--- src/rtl/addsub_serial_if.sv ---
// Operand/result bus of the digit-serial adder/subtractor.
//   i_start, i_a, i_b, i_sub, i_cin : request side, driven by the master
//   o_busy, o_done                  : operation status, driven by the slave
//   o_result, o_cout, o_ovf, o_zero : registered result and flags, driven by the slave
interface addsub_serial_if #(
  parameter int unsigned WIDTH = 32
);
  logic             i_start;
  logic [WIDTH-1:0] i_a;
  logic [WIDTH-1:0] i_b;
  logic             i_sub;
  logic             i_cin;
  logic             o_busy;
  logic             o_done;
  logic [WIDTH-1:0] o_result;
  logic             o_cout;
  logic             o_ovf;
  logic             o_zero;

  modport master (
    output i_start, i_a, i_b, i_sub, i_cin,
    input  o_busy, o_done, o_result, o_cout, o_ovf, o_zero
  );

  modport slave (
    input  i_start, i_a, i_b, i_sub, i_cin,
    output o_busy, o_done, o_result, o_cout, o_ovf, o_zero
  );
endinterface

--- src/rtl/addsub_serial.sv ---
// Digit-serial adder/subtractor: CHUNK bits per clock, LSB chunk first, N = WIDTH/CHUNK cycles.
// Ports:
//   i_clk : clock, rising edge
//   i_rst : asynchronous active-high reset
//   bus   : addsub_serial_if slave (start/operands in, busy/done/result/flags out)
// Subtraction is A + ~B + ~borrow; o_cout is the raw MSB carry (1 = no borrow when subtracting).
// Result and flags update only when DONE is entered (or on reset).
module addsub_serial #(
  parameter int unsigned WIDTH = 32,
  parameter int unsigned CHUNK = 8
) (
  input logic            i_clk,
  input logic            i_rst,
  addsub_serial_if.slave bus
);

  localparam int unsigned N     = WIDTH / CHUNK;
  localparam int unsigned CNT_W = $clog2(N) + 1;

  typedef enum logic [1:0] {StIdle, StRun, StDone} state_e;

  state_e           state_q, state_d;
  logic [CNT_W-1:0] cnt_q, cnt_d;
  logic [WIDTH-1:0] a_q, a_d;
  logic [WIDTH-1:0] b_q, b_d;
  logic [WIDTH-1:0] acc_q, acc_d;
  logic             carry_q, carry_d;
  logic             a_msb_q, a_msb_d;
  logic             b_msb_q, b_msb_d;
  logic [WIDTH-1:0] result_q, result_d;
  logic             cout_q, cout_d;
  logic             ovf_q, ovf_d;
  logic             zero_q, zero_d;

  logic [CHUNK:0]   chunk_sum;
  logic [WIDTH-1:0] acc_next;
  logic             last;
  logic             load;

  // Operands shift right each cycle, so the current chunk is always at bit 0.
  assign chunk_sum = {1'b0, a_q[CHUNK-1:0]} + {1'b0, b_q[CHUNK-1:0]} + {{CHUNK{1'b0}}, carry_q};
  // Result chunks enter at the top and shift down; after N cycles chunk 0 sits at bit 0.
  assign acc_next  = (acc_q >> CHUNK) | (WIDTH'(chunk_sum[CHUNK-1:0]) << (WIDTH - CHUNK));
  assign last      = (cnt_q == CNT_W'(N - 1));

  always_comb begin
    state_d  = state_q;
    cnt_d    = cnt_q;
    a_d      = a_q;
    b_d      = b_q;
    acc_d    = acc_q;
    carry_d  = carry_q;
    a_msb_d  = a_msb_q;
    b_msb_d  = b_msb_q;
    result_d = result_q;
    cout_d   = cout_q;
    ovf_d    = ovf_q;
    zero_d   = zero_q;
    load     = 1'b0;

    unique case (state_q)
      StIdle: begin
        if (bus.i_start) load = 1'b1;
      end
      StRun: begin
        a_d     = a_q >> CHUNK;
        b_d     = b_q >> CHUNK;
        acc_d   = acc_next;
        carry_d = chunk_sum[CHUNK];
        cnt_d   = cnt_q + CNT_W'(1);
        if (last) begin
          state_d  = StDone;
          result_d = acc_next;
          cout_d   = chunk_sum[CHUNK];
          ovf_d    = (a_msb_q == b_msb_q) && (acc_next[WIDTH-1] != a_msb_q);
          zero_d   = (acc_next == '0);
        end
      end
      StDone: begin
        state_d = StIdle;
        if (bus.i_start) load = 1'b1;
      end
      default: state_d = StIdle;
    endcase

    if (load) begin
      state_d = StRun;
      cnt_d   = '0;
      acc_d   = '0;
      a_d     = bus.i_a;
      b_d     = bus.i_sub ? ~bus.i_b : bus.i_b;
      carry_d = bus.i_sub ^ bus.i_cin;
      a_msb_d = bus.i_a[WIDTH-1];
      b_msb_d = bus.i_sub ? ~bus.i_b[WIDTH-1] : bus.i_b[WIDTH-1];
    end
  end

  always_ff @(posedge i_clk or posedge i_rst) begin
    if (i_rst) begin
      state_q  <= StIdle;
      cnt_q    <= '0;
      a_q      <= '0;
      b_q      <= '0;
      acc_q    <= '0;
      carry_q  <= 1'b0;
      a_msb_q  <= 1'b0;
      b_msb_q  <= 1'b0;
      result_q <= '0;
      cout_q   <= 1'b0;
      ovf_q    <= 1'b0;
      zero_q   <= 1'b0;
    end else begin
      state_q  <= state_d;
      cnt_q    <= cnt_d;
      a_q      <= a_d;
      b_q      <= b_d;
      acc_q    <= acc_d;
      carry_q  <= carry_d;
      a_msb_q  <= a_msb_d;
      b_msb_q  <= b_msb_d;
      result_q <= result_d;
      cout_q   <= cout_d;
      ovf_q    <= ovf_d;
      zero_q   <= zero_d;
    end
  end

  assign bus.o_busy   = (state_q == StRun);
  assign bus.o_done   = (state_q == StDone);
  assign bus.o_result = result_q;
  assign bus.o_cout   = cout_q;
  assign bus.o_ovf    = ovf_q;
  assign bus.o_zero   = zero_q;

endmodule

--- src/flat_wrapper.sv ---
// flat-port wrapper written by rule: the top's interface ports become plain ports
module addsub_serial_flat 
#(
  parameter int unsigned WIDTH = 32,
  parameter int unsigned CHUNK = 8
)
  (i_clk, i_rst, bus_i_start, bus_i_a, bus_i_b, bus_i_sub, bus_i_cin, bus_o_busy, bus_o_done, bus_o_result, bus_o_cout, bus_o_ovf, bus_o_zero);
  addsub_serial_if #(.WIDTH(WIDTH)) bus_i ();
  input logic i_clk;
  input logic i_rst;
  input wire logic [$bits(bus_i.i_start)-1:0] bus_i_start;
  input wire logic [$bits(bus_i.i_a)-1:0] bus_i_a;
  input wire logic [$bits(bus_i.i_b)-1:0] bus_i_b;
  input wire logic [$bits(bus_i.i_sub)-1:0] bus_i_sub;
  input wire logic [$bits(bus_i.i_cin)-1:0] bus_i_cin;
  output wire logic [$bits(bus_i.o_busy)-1:0] bus_o_busy;
  output wire logic [$bits(bus_i.o_done)-1:0] bus_o_done;
  output wire logic [$bits(bus_i.o_result)-1:0] bus_o_result;
  output wire logic [$bits(bus_i.o_cout)-1:0] bus_o_cout;
  output wire logic [$bits(bus_i.o_ovf)-1:0] bus_o_ovf;
  output wire logic [$bits(bus_i.o_zero)-1:0] bus_o_zero;
  assign bus_i.i_start = bus_i_start;
  assign bus_i.i_a = bus_i_a;
  assign bus_i.i_b = bus_i_b;
  assign bus_i.i_sub = bus_i_sub;
  assign bus_i.i_cin = bus_i_cin;
  assign bus_o_busy = bus_i.o_busy;
  assign bus_o_done = bus_i.o_done;
  assign bus_o_result = bus_i.o_result;
  assign bus_o_cout = bus_i.o_cout;
  assign bus_o_ovf = bus_i.o_ovf;
  assign bus_o_zero = bus_i.o_zero;
  addsub_serial #(.WIDTH(WIDTH), .CHUNK(CHUNK)) u_core (.i_clk(i_clk), .i_rst(i_rst), .bus(bus_i));
endmodule
--- config.mk ---
export PLATFORM = sky130hd
export DESIGN_NAME = addsub_serial_flat
export DESIGN_NICKNAME = d
export VERILOG_FILES = /design/src/rtl/addsub_serial_if.sv /design/src/rtl/addsub_serial.sv /design/src/flat_wrapper.sv
export SDC_FILE = /design/constraint.sdc
export NUM_CORES = 1
export LEC_CHECK = 0
export ABC_AREA = 1
export BUFFER_PORTS_ARGS = -buffer_cell sky130_fd_sc_hd__buf_2
export CAP_MARGIN = 20
export CORE_MARGIN = 4
export CORE_UTILIZATION = 50
export CTS_CLUSTER_DIAMETER = 150
export DETAILED_ROUTE_END_ITERATION = 12
export PLACE_DENSITY = 0.8
export SLEW_MARGIN = 20
export SYNTH_ARGS = -nofsm -noshare
export SYNTH_HDL_FRONTEND = slang
export SYNTH_SLANG_ARGS = --single-unit
--- constraint.sdc ---
create_clock -name i_clk -period 4 [get_ports i_clk]
set_clock_uncertainty 0.2 [all_clocks]
set_input_delay 0.4 -clock i_clk [delete_from_list [all_inputs] [get_ports i_clk]]
set_output_delay 0.4 -clock i_clk [all_outputs]
set_load 0.02 [all_outputs]
== After elaboration in Yosys (flattened, before gate mapping) ==
Cells that the tools add are included.

* Register bits: 139
* Output and inout port bits: 37

* Add/subtract/negate cells: 3
* Equal/unequal tests: 7
* Mux-type cells: 17
* Bitwise gates (word level): 4
* Reduce and logical (&&, ||, !) cells: 7

{| class="wikitable"
|+ Operators by type and width
! operator !! count
|-
| $mux W32 || 7
|-
| $logic_not A32 Y1 || 1
|-
| $not A32 Y32 || 1
|-
| $or A24 B32 Y32 || 1
|-
| $add A8 B8 Y9 || 1
|-
| $add A9 B1 Y9 || 1
|-
| $mux W3 || 2
|-
| $mux W1 || 5
|-
| $mux W2 || 2
|-
| $pmux W2 S2 || 1
|-
| $reduce_and A2 Y1 || 2
|-
| $add A3 B1 Y3 const B || 1
|-
| $eq A3 B2 Y1 const B || 1
|-
| $ne A3 B1 Y1 const B || 1
|-
| $eq A2 B1 Y1 const B || 1
|-
| $eq A2 B2 Y1 const B || 1
|-
| $logic_not A2 Y1 || 1
|-
| $ne A2 B1 Y1 const B || 1
|-
| $reduce_bool A2 Y1 || 1
|-
| $reduce_or A2 Y1 || 1
|-
| $eq A1 B1 Y1 || 1
|-
| $logic_and A1 B1 Y1 || 1
|-
| $ne A1 B1 Y1 || 1
|-
| $not A1 Y1 || 1
|-
| $xor A1 B1 Y1 || 1
|}

== Depth between registers and ports, before layout ==
Gate-level depths: netlist of the first run.

* Word-level depth: 5
* Mapped depth: 11
* Gate-level depth less buffers: 11

== Least setup slack after synthesis of the first run ==
Ideal clock, no wire load.

* Path type: register to register
* Start: reg u_core.carry_q
* End: reg u_core.zero_q, in the netlist u_core.bus.o_zero
* Library setup time: 0.065 ns
* Arrival time: 1.935 ns
* Slack: 1.800 ns
* Cell stages (with the launch flop): 12
* Cell sequence: dfrtp_1 fa_1 fa_1 nor2_1 nand2_1 nor2_1 nand2_1 nor2_1 nand3_1 nor2_1 nand3_1 nand2_1

* Longest elaborated chain between the ends: 3

{| class="wikitable"
|+ RTL lines
! what !! line !! source
|-
| from (decl) || addsub_serial.sv:27 || <nowiki>logic carry_q, carry_d;</nowiki>
|-
| from (signal assigned) || addsub_serial.sv:118 || <nowiki>carry_q <= carry_d;</nowiki>
|-
| $add A9 B1 Y9 || addsub_serial.sv:41 || <nowiki>assign chunk_sum = {1'b0, a_q[CHUNK-1:0]} + {1'b0, b_q[CHUNK-1:0]} + {{CHUNK{1'b0}}, carry_q};</nowiki>
|-
| $or A24 B32 Y32 || addsub_serial.sv:43 || <nowiki>assign acc_next = (acc_q >> CHUNK) | (WIDTH'(chunk_sum[CHUNK-1:0]) << (WIDTH - CHUNK));</nowiki>
|-
| via u_core.acc_next[25] || addsub_serial.sv:36 || <nowiki>logic [WIDTH-1:0] acc_next;</nowiki>
|-
| $logic_not A32 Y1 || addsub_serial.sv:76 || <nowiki>zero_d = (acc_next == '0);</nowiki>
|-
| to (signal assigned) || addsub_serial.sv:124 || <nowiki>zero_q <= zero_d;</nowiki>
|-
| to (decl) || addsub_serial.sv:33 || <nowiki>logic zero_q, zero_d;</nowiki>
|}

The timed path passes the listed nets, and every way through them passes these cells.
A chain may end at the register's enable or synchronous reset.

== Worst setup path after layout of the first run ==
* Start: reg u_core.state_q[0]
* End: out bus_o_busy

* Longest elaborated chain between the ends: 1

{| class="wikitable"
|+ RTL lines
! what !! line !! source
|-
| from (decl) || addsub_serial.sv:22 || <nowiki>state_e state_q, state_d;</nowiki>
|-
| from (signal assigned) || addsub_serial.sv:100 || <nowiki>state_q <= StIdle;</nowiki>
|-
| from (signal assigned) || addsub_serial.sv:113 || <nowiki>state_q <= state_d;</nowiki>
|-
| $eq A2 B1 Y1 || addsub_serial.sv:128 || <nowiki>assign bus.o_busy = (state_q == StRun);</nowiki>
|-
| to (decl) || flat_wrapper.sv:16 || <nowiki>output wire logic [$bits(bus_i.o_busy)-1:0] bus_o_busy;</nowiki>
|}

No other way between the ends.

==> flow_metrics.tcl, run 1 <==
set metrics [dict create \
    run_status "finished with violations" \
    violations "hold timing" \
    worst-setup-path-type "register to output port" \
    setup_viol 0 \
    coreArea_um2 11100 \
    relSlewSlack 0.380 \
    r2r_slack_ps 1480 \
    drive_gt1_frac 0.205 \
    fmax_ghz 0.353 \
    critical_path.cell_chain "nand2_2 > inv_1 > buf_2" \
    reg2reg_from "u_core.state_q[0]$_DFFE_PP0P_" \
    ys_types 29 \
    slowest_delay_ps 780 \
    drv_cap 0 \
    portBuffers 105 \
    syn_area_um2 5780 \
    netlist_top_cells_count "nand2_1 (132), dfrtp_1 (131), inv_1 (67), o21ai_0 (67), a21oi_1 (25)" \
    drc 0 \
    powerDensity_nw_per_um2 897 \
    rr_endpoint "u_core.bus.o_result[27]$_DFFE_PP0P_" \
    place_congestion 0.847 \
    whs_ps -50.8 \
    tightest_slew_ps 929 \
    ys_warn_count 0 \
    stdcell_count 857 \
    path_clk_slew_ps 50 \
    cts.sinks 131 \
    finalCritPeriodShare 0.707 \
    dpl.cell_count 817 \
    vdd_drop_max_mv 0.477 \
    cp-end-kind "output port" \
    cts_made_buffers 17 \
    postRouteAntennaNets 0 \
    grt_usage 0.206 \
    crit_path_end "bus_o_busy" \
    rsz0062_at_grt "false" \
    finalHoldViolCount 32 \
    h-tree-depth 4 \
    std_cell_rows 38 \
    dr.pass1.iters 5 \
    via_count 4629 \
    required_ps 3400 \
    grt_max_degree 132 \
    worstPathMaxFanout 30 \
    ys_seq_elements 131 \
    synth_enable_flop_cells 0 \
    total_power_uw 6310 \
    routedWlPerCell_um 15.5 \
    synth.most_common_cell "nand2_1" \
    synthTopCellsByArea "dfrtp_1 (57%), nand2_1 (8.6%), o21ai_0 (5.8%)" \
    layout.nets 784 \
    maxSlewViolCount 0 \
    post_cts_buffers 0 \
    synth_top_cell_by_area "dfrtp_1" \
    avgSynthCellArea_um2 9.56 \
    synth_top_cell_area_share 0.567 \
    insertion_delay_ps 410 \
    final_core_util 0.635 \
    synthToLayoutAreaGrowth_pct 21.8 \
    cts_tree "yes" \
    dr.first_iter.drc_count 322 \
    clockBufferDepth 2 \
    slowest_stage "inv_1" \
    finalSetupTns_ps 0 \
    worstRegToRegCells 5 \
    ys_seq_area_frac 0.567 \
    synth_fp_nets 684 \
    cts_resized 0 \
    grt_antenna_before_repair 0 \
    diodes 0 \
    period_needed_ps 2830 \
    cp.arrival_ps 2230 \
    hp-class "primary input to asynchronous set/reset pin" \
    grt_pass1_vias 4562 \
    start_util 0.521 \
    dieArea_um2 13300 \
    syn_inst 604 \
    root_buffer "clkbuf_16" \
    dpl.hpwl_um 9010 \
    gr-total-overflow 0 \
    vias_per_cell 5.40 \
    cp-start-kind "register" \
    p_leak_uw 0.00342 \
    synthFlopType "dfrtp_1" \
    die_x_um 115 \
    die_h_um 115 \
    grt_pass1_wl_um 21600 \
    num_io_pins 106 \
    cp-startpoint "u_core.state_q[0]$_DFFE_PP0P_" \
    drt-total-wl_um 13300 \
    async_flop_share 1.00 \
]
-- worst min path at each step --
stage	to	slack [ps]
2_1_floorplan	u_core.cnt_q[0]$_DFFE_PP0P_	250
3_3_place_gp	u_core.bus.o_result[29]$_DFFE_PP0P_	260
3_5_place_dp	u_core.bus.o_result[18]$_DFFE_PP0P_	270
4_1_cts	u_core.a_q[27]$_DFFE_PP0P_	0.07
5_1_grt	u_core.a_q[22]$_DFFE_PP0P_	8
6_report	u_core.bus.o_result[22]$_DFFE_PP0P_	-50
-- what timing repair did --
action	CTS	global route
setup endpoints to repair	0	0
endpoints found under the hold margin	7	1
hold buffers	7	1
-- sequential cells by signal, indices dropped and copies added (netlist names) --
signal               flops
u_core.bus.o_cout        1
u_core.state_q           2
u_core.bus.o_ovf         1
u_core.b_msb_q           1
u_core.bus.o_zero        1
u_core.b_q              32
u_core.acc_q            24
u_core.cnt_q             3
u_core.carry_q           1
u_core.bus.o_result     32
u_core.a_q              32
u_core.a_msb_q           1
-- routing by layer --
layer,global-route usage,up-vias,share of wire
met5,0,-,0
met4,0.0931,0,0.028
met3,0.0428,29,0.050
met2,0.327,125,0.48
met1,0.275,2220,0.44
li1,-,2255,-
-- through the flow --
| step | setup WS, ps | cell area, µm² |
|---|---|---|
| finish | 1170 | 7040 |
| floorplan | 1780 | 5780 |
| CTS | 1170 | 7030 |
| detailed placement | 1500 | 6340 |
| global route | 1040 | 7040 |
| global placement | 1590 | 6340 |
-- placed cells by master (no fill, tap or decap), drive strengths merged, types with 5 or more instances in the layout --
master	instances
clkbuf	21
inv	71
o22ai	23
dfrtp	131
o221ai	16
o21ai	72
ha	9
buf	108
nand2	134
o211ai	14
nor2	22
xnor2	16
nand3	8
a221o	19
dlygate4sd3	8
clkinvlp	5
a21oi	25
-- area by class of cell --
class,count,area [µm²]
inverters,70,267
flip-flops and latches,131,3280
repair buffers,116,641
clock inverters,11,151
well taps,140,175
multi-input cells,368,2060
fillers,891,4040
clock buffers,21,460
-- report_power, final --
| part | internal (µW) | leakage (µW) | switching (µW) | total [µW] |
|---|---|---|---|---|
| Sequential | 1910 | 0.00167 | 319 | 2230 |
| Combinational | 880 | 0.00146 | 1620 | 2500 |
| Clock | 1020 | 0.000286 | 568 | 1580 |
-- logic make-up (layout without fill, tap and decap cells) --
kind of cell | Yosys count | count (layout) | synth area share
AO/OA/AOI/OAI | 173 | 173 | 0.190
AND/OR/NAND/NOR | 168 | 168 | 0.117
flip-flops | 131 | 131 | 0.567
buffers and inverters | 105 | 218 | 0.0752
XOR/XNOR | 16 | 16 | 0.0243
adder cells (fa/ha/maj) | 11 | 11 | 0.0264
-- worst max-delay path, delay by kind of cell, from the launching register on --
kind / cells / cell delay [ps]
buffers and inverters: 2 / 1080
AND/OR/NAND/NOR: 1 / 290
flip-flops: 1 / 440
No activity file was read; power rests on OpenSTA's default activity.
==> inputs of run 2 (changes only) <==
--- a/config.mk
+++ b/config.mk
@@ -9,10 +9,10 @@
 export BUFFER_PORTS_ARGS = -buffer_cell sky130_fd_sc_hd__buf_2
 export CAP_MARGIN = 20
 export CORE_MARGIN = 4
-export CORE_UTILIZATION = 50
+export CORE_UTILIZATION = 55
 export CTS_CLUSTER_DIAMETER = 150
 export DETAILED_ROUTE_END_ITERATION = 12
-export PLACE_DENSITY = 0.8
+export PLACE_DENSITY = 0.83
 export SLEW_MARGIN = 20
 export SYNTH_ARGS = -nofsm -noshare
 export SYNTH_HDL_FRONTEND = slang
==> constraint.sdc (replaced) <==
create_clock -name i_clk -period 2.7 [get_ports i_clk]
set_clock_uncertainty 0.2 [all_clocks]
set_input_delay 0.27 -clock i_clk [delete_from_list [all_inputs] [get_ports i_clk]]
set_output_delay 0.27 -clock i_clk [all_outputs]
set_load 0.02 [all_outputs]
==> run 2 against run 1 <==
Against the previous run: the run now ends clean; sequential power rose by 48%; global-route usage grew 4.9 points; non-clock buffer count up 63; total power is 51% higher; first-iteration DRC count rose by 18%; critical path type unchanged; critical endpoint unchanged; highest routed layer unchanged.
==> flow_metrics.tcl, run 2 (synthesized netlist as in run 1, its figures left out) <==
set metrics [dict create \
    die_h_um 110 \
    slowest_delay_ps 640 \
    final_common_cell "nand2_1" \
    relSlewSlack 0.424 \
    portBuffers 105 \
    period_needed_ps 2470 \
    p_sw_frac 0.402 \
    dr.pass1.iters 5 \
    cp.arrival_ps 2000 \
    drv_cap 0 \
    layout_common_cells "nand2_1 (132), dfrtp_1 (131), buf_2 (105)" \
    worstPathMaxFanout 27 \
    h-tree-depth 4 \
    run_status "finished, final reports clean" \
    slowest_stage "inv_1" \
    path_clk_slew_ps 70 \
    cts.sinks 131 \
    vias_per_cell 5.54 \
    clockBufferDepth 2 \
    postRouteAntennaNets 0 \
    total_power_uw 9530 \
    dpl.hpwl_um 8690 \
    setup_viol 0 \
    tightest_slew_ps 864 \
    insertion_delay_ps 530 \
    required_ps 2230 \
    hold_path.startpoint "bus_i_b[0]" \
    cts_tree "yes" \
    hp-class "primary input to register" \
    grt_pass1_wl_um 25000 \
    vdd_drop_max_mv 0.673 \
    std_cell_rows 37 \
    worst-setup-path-type "register to output port" \
    routedWlPerCell_um 16.4 \
    drc 0 \
    r2r_slack_ps 280 \
    fmax_ghz 0.405 \
    grt_antenna_before_repair 0 \
    synthToLayoutAreaGrowth_pct 32.4 \
    reg2reg_from "u_core.carry_q$_DFFE_PP0P_" \
    finalCritPeriodShare 0.915 \
    cts_made_buffers 17 \
    maxSlewViolCount 0 \
    die_x_um 110 \
    finalHoldViolCount 0 \
    hold_end "u_core.b_q[0]$_DFFE_PP0P_" \
    p_comb_frac 0.408 \
    critical_path.cell_chain "nand2_2 > inv_1 > buf_2" \
    holdPathStages 3 \
    grt_usage 0.255 \
    diodes 0 \
    p_leak_uw 0.00369 \
    place_congestion 0.920 \
    gr-total-overflow 0 \
    rr_endpoint "u_core.bus.o_zero$_DFFE_PP0P_" \
    finalSetupTns_ps 0 \
    drive_gt1_frac 0.196 \
    via_count 5070 \
    grt_max_degree 132 \
    num_io_pins 106 \
    cp-end-kind "output port" \
    pwr-share-clk 0.245 \
    dr.first_iter.drc_count 379 \
    seqPwrFrac 0.347 \
    rsz0062_at_grt "false" \
    grt_pass1_vias 5207 \
    layout.nets 847 \
    dieArea_um2 12200 \
    cp-start-kind "register" \
    start_util 0.562 \
    drt-total-wl_um 15000 \
    p_sw_uw 3830 \
    root_buffer "clkbuf_8" \
    powerDensity_nw_per_um2 1250 \
    worstRegToRegCells 11 \
    cts_resized 0 \
    internal_power_uw 5700 \
    coreArea_um2 10300 \
]
-- run 2: changes by cell type in the layout (fill, tap and decap cells not counted), sizes merged --
| cell | before | now |
|---|---|---|
| dlygate4sd3 | 8 | 65 |
| clkbuf | 21 | 20 |
| clkinvlp | 5 | 4 |
| buf | 108 | 114 |
| clkinv | 2 | 3 |
-- run 2: area by class of cell --
type,instances,area (µm²)
Sequential cell,131,3280
Inverter,70,267
Tap cell,136,170
Fill cell,705,2630
Clock inverter,11,153
Timing Repair Buffer,179,1270
Clock buffer,20,445
Multi-Input combinational cell,368,2060
-- run 2: worst max-delay path by stage --
stage,startpoint,to,cells after the start
detailed placement,u_core.carry_q$_DFFE_PP0P_,u_core.bus.o_zero$_DFFE_PP0P_,11
CTS,u_core.carry_q$_DFFE_PP0P_,u_core.bus.o_zero$_DFFE_PP0P_,11
floorplan,u_core.carry_q$_DFFE_PP0P_,u_core.bus.o_zero$_DFFE_PP0P_,11
global placement,u_core.carry_q$_DFFE_PP0P_,u_core.bus.o_zero$_DFFE_PP0P_,9
global route,u_core.carry_q$_DFFE_PP0P_,u_core.bus.o_zero$_DFFE_PP0P_,11
finish,u_core.state_q[0]$_DFFE_PP0P_,bus_o_busy,3
-- run 2: per-stage QoR --
stage               hold WS (ps)  std cells   util  area [µm²]  worst slack (ps)
CTS                         16.0        915  0.744        7650               264
detailed placement           271        819  0.622        6400               358
finish                      33.5        915  0.744        7650               230
floorplan                    191        604      -        5780               500
global route                27.5        915  0.744        7650              85.4
global placement             260        819  0.622        6400               404
-- run 2: critical path, delay by kind of cell, from the launching register on --
| family | cells | cell delay, ps |
|---|---|---|
| simple gates | 1 | 100 |
| buf+inv | 2 | 940 |
| flops | 1 | 420 |
-- run 2: timing repair --
action	in CTS	in global routing
setup buffers	0	0
hold endpoints to repair	197	0
hold buffers	65	0
-- run 2: metal layers --
metal / global-route usage / up-vias / wire length, µm
li1: - / 2367 / -
met2: 0.419 / 226 / 7480
met1: 0.310 / 2418 / 5950
met4: 0.149 / 0 / 705
met5: 0 / - / 0
met3: 0.0537 / 59 / 866
-- run 2: power by group through the flow --
stage	clock (µW)	sequential (µW)	combinational, µW
floorplan	0	3450	2560
global placement	0	3260	3560
detailed placement	0	3290	3710
CTS	2340	3280	3830
global route	2440	3390	4350
finish	2340	3310	3890
==> inputs of run 3 (changes only) <==
--- a/config.mk
+++ b/config.mk
@@ -9,10 +9,12 @@
 export BUFFER_PORTS_ARGS = -buffer_cell sky130_fd_sc_hd__buf_2
 export CAP_MARGIN = 20
 export CORE_MARGIN = 4
-export CORE_UTILIZATION = 55
+export CORE_UTILIZATION = 52
 export CTS_CLUSTER_DIAMETER = 150
 export DETAILED_ROUTE_END_ITERATION = 12
-export PLACE_DENSITY = 0.83
+export GPL_TIMING_DRIVEN = 0
+export PLACE_DENSITY = 0.79
+export SETUP_SLACK_MARGIN = 0.4
 export SLEW_MARGIN = 20
 export SYNTH_ARGS = -nofsm -noshare
 export SYNTH_HDL_FRONTEND = slang
==> run 3 against run 2 <==
Against the previous run: cell count increased by 3.9%; sequential share of layout area decreased by 1.1 points; first-iteration DRC count increased by 21%; fmax increased by 8.1%; sequential power about the same; non-clock buffer count increased by 31; combinational power increased by 10%; via count increased by 5.2%; total power increased by 3.5%.
==> flow_metrics.tcl, run 3 (synthesized netlist as in run 1, its figures left out) <==
set metrics [dict create \
    diodes 0 \
    gr-total-overflow 0 \
    layout_common_cells "nand2_1 (131), dfrtp_1 (131), buf_2 (124)" \
    std_cell_rows 38 \
    seqPwrFrac 0.334 \
    p_sw_frac 0.411 \
    cp-start-kind "register" \
    routedWlPerCell_um 17.0 \
    grt_pass1_vias 5565 \
    drv_cap 0 \
    stdcell_count 951 \
    p_sw_uw 4060 \
    internal_power_uw 5810 \
    fill_cells 750 \
    place_congestion 0.863 \
    total_power_uw 9870 \
    grt_antenna_before_repair 0 \
    grt_usage 0.263 \
    slowest_stage "fa_2" \
    vdd_drop_max_mv 0.646 \
    period_needed_ps 2280 \
    via_count 5333 \
    path_clk_slew_ps 60 \
    drc 0 \
    insertion_delay_ps 510 \
    maxSlewViolCount 0 \
    portBuffers 104 \
    clockBufferDepth 2 \
    run_status "finished, final reports clean" \
    cts_made_buffers 17 \
    cts_tree "yes" \
    p_comb_frac 0.434 \
    tightest_slew_ps 583 \
    crit_path_frequent_cell "nor2_1" \
    h-tree-depth 4 \
    postRouteAntennaNets 0 \
    finalHoldViolCount 0 \
    fmax_ghz 0.438 \
    dr.first_iter.drc_count 457 \
    worstPathMaxFanout 2 \
    required_ps 2940 \
    dr.pass1.iters 5 \
    dpl.cell_count 852 \
    worst-setup-path-type "register to register" \
    critical_path.cell_chain "fa_2 > fa_2 > nor2_1 > nand2_1 > nor2_1 > nand2_1 > nor2_1 > nand3_1 > nor2_1 > nand3_1 > nand2_1" \
    cp-end-kind "register" \
    start_util 0.533 \
    die_h_um 113 \
    drt-total-wl_um 16200 \
    drive_gt1_frac 0.218 \
    dpl.hpwl_um 11000 \
    vias_per_cell 5.61 \
    num_io_pins 106 \
    relSlewSlack 0.612 \
    whs_ps 24.2 \
    place_area_um2 6570 \
    grt_max_degree 35 \
    coreArea_um2 10800 \
    cp.arrival_ps 2530 \
    cts.sinks 131 \
    slowest_delay_ps 440 \
    powerDensity_nw_per_um2 1260 \
    finalCritPeriodShare 0.846 \
    layout.nets 878 \
    finalSetupTns_ps 0 \
    final_area_um2 7850 \
    hp-class "primary input to register" \
    die_x_um 113 \
    rsz0062_at_grt "true" \
    root_buffer "clkbuf_8" \
    grt_pass1_wl_um 26600 \
    setup_viol 0 \
    synthToLayoutAreaGrowth_pct 35.9 \
    dieArea_um2 12900 \
    p_leak_uw 0.00380 \
    pwr-share-clk 0.232 \
]
## run 3: cell types whose count changed in the layout (fill, tap and decap cells not counted), moves of 2 or more
cell | before | now
buf_16 | 0 | 2
buf_2 | 105 | 124
buf_4 | 7 | 2
buf_6 | 0 | 2
clkbuf_1 | 1 | 14
clkbuf_8 | 3 | 1
clkinv_4 | 2 | 5
fa_1 | 2 | 0
fa_2 | 0 | 2
## run 3: area by class of cell
| class | count | area, µm² | area share |
|---|---|---|---|
| flip-flops and latches | 131 | 3280 | 0.418 |
| multi-input cells | 368 | 2080 | 0.265 |
| repair buffers | 175 | 1280 | 0.163 |
| clock buffers | 18 | 418 | 0.0532 |
| inverters | 70 | 267 | 0.0339 |
| clock inverters | 14 | 179 | 0.0228 |
| well taps | 140 | 175 | 0.0223 |
| plain buffers | 35 | 171 | 0.0218 |
## run 3: power by group through the flow
stage	clock, µW	combinational (µW)	sequential, µW
CTS	2310	4200	3290
floorplan	0	2560	3450
global route	2400	4730	3380
global placement	0	3800	3270
finish	2290	4280	3300
detailed placement	0	3990	3300
## run 3: layer usage
metal / wire (µm) / GRT usage
met1: 6480 / 0.333
met2: 8180 / 0.444
met3: 1010 / 0.0472
met4: 504 / 0.116
met5: 0 / 0
## run 3: repair_timing
item,CTS,global route
resized for setup,4,2
setup buffers,1,1
pin swaps,3,1
hold buffers,65,0
setup endpoints to repair,4,3
endpoints found under the hold margin,138,0
## run 3: path summary, 6_finish.rpt
path	slack (ps)	cells after the start	from	endpoint
worst min-delay path	20	3	bus_i_b[14]	u_core.b_q[14]$_DFFE_PP0P_
worst max-delay path	420	11	u_core.a_q[0]$_DFFE_PP0P_	u_core.bus.o_zero$_DFFE_PP0P_
worst min register to register	280	2	u_core.bus.o_result[24]$_DFFE_PP0P_	u_core.bus.o_result[24]$_DFFE_PP0P_
worst max register to register	420	11	u_core.a_q[0]$_DFFE_PP0P_	u_core.bus.o_zero$_DFFE_PP0P_
min in group asynchronous	160	3	i_rst	u_core.bus.o_result[31]$_DFFE_PP0P_
max in group asynchronous	1350	5	i_rst	u_core.a_q[13]$_DFFE_PP0P_
## run 3: metrics by stage
step / util / setup slack (ps)
after floorplan: - / 500
after global placement: 0.597 / -98.2
after detailed placement: 0.606 / 251
after CTS: 0.723 / 460
after global routing: 0.724 / 284
final: 0.724 / 415
## run 3: critical path: cells and delay by family (launching register included)
family | cells | cell delay, ps
fa+ha+maj | 2 | 850
flops | 1 | 410
simple gates | 9 | 770
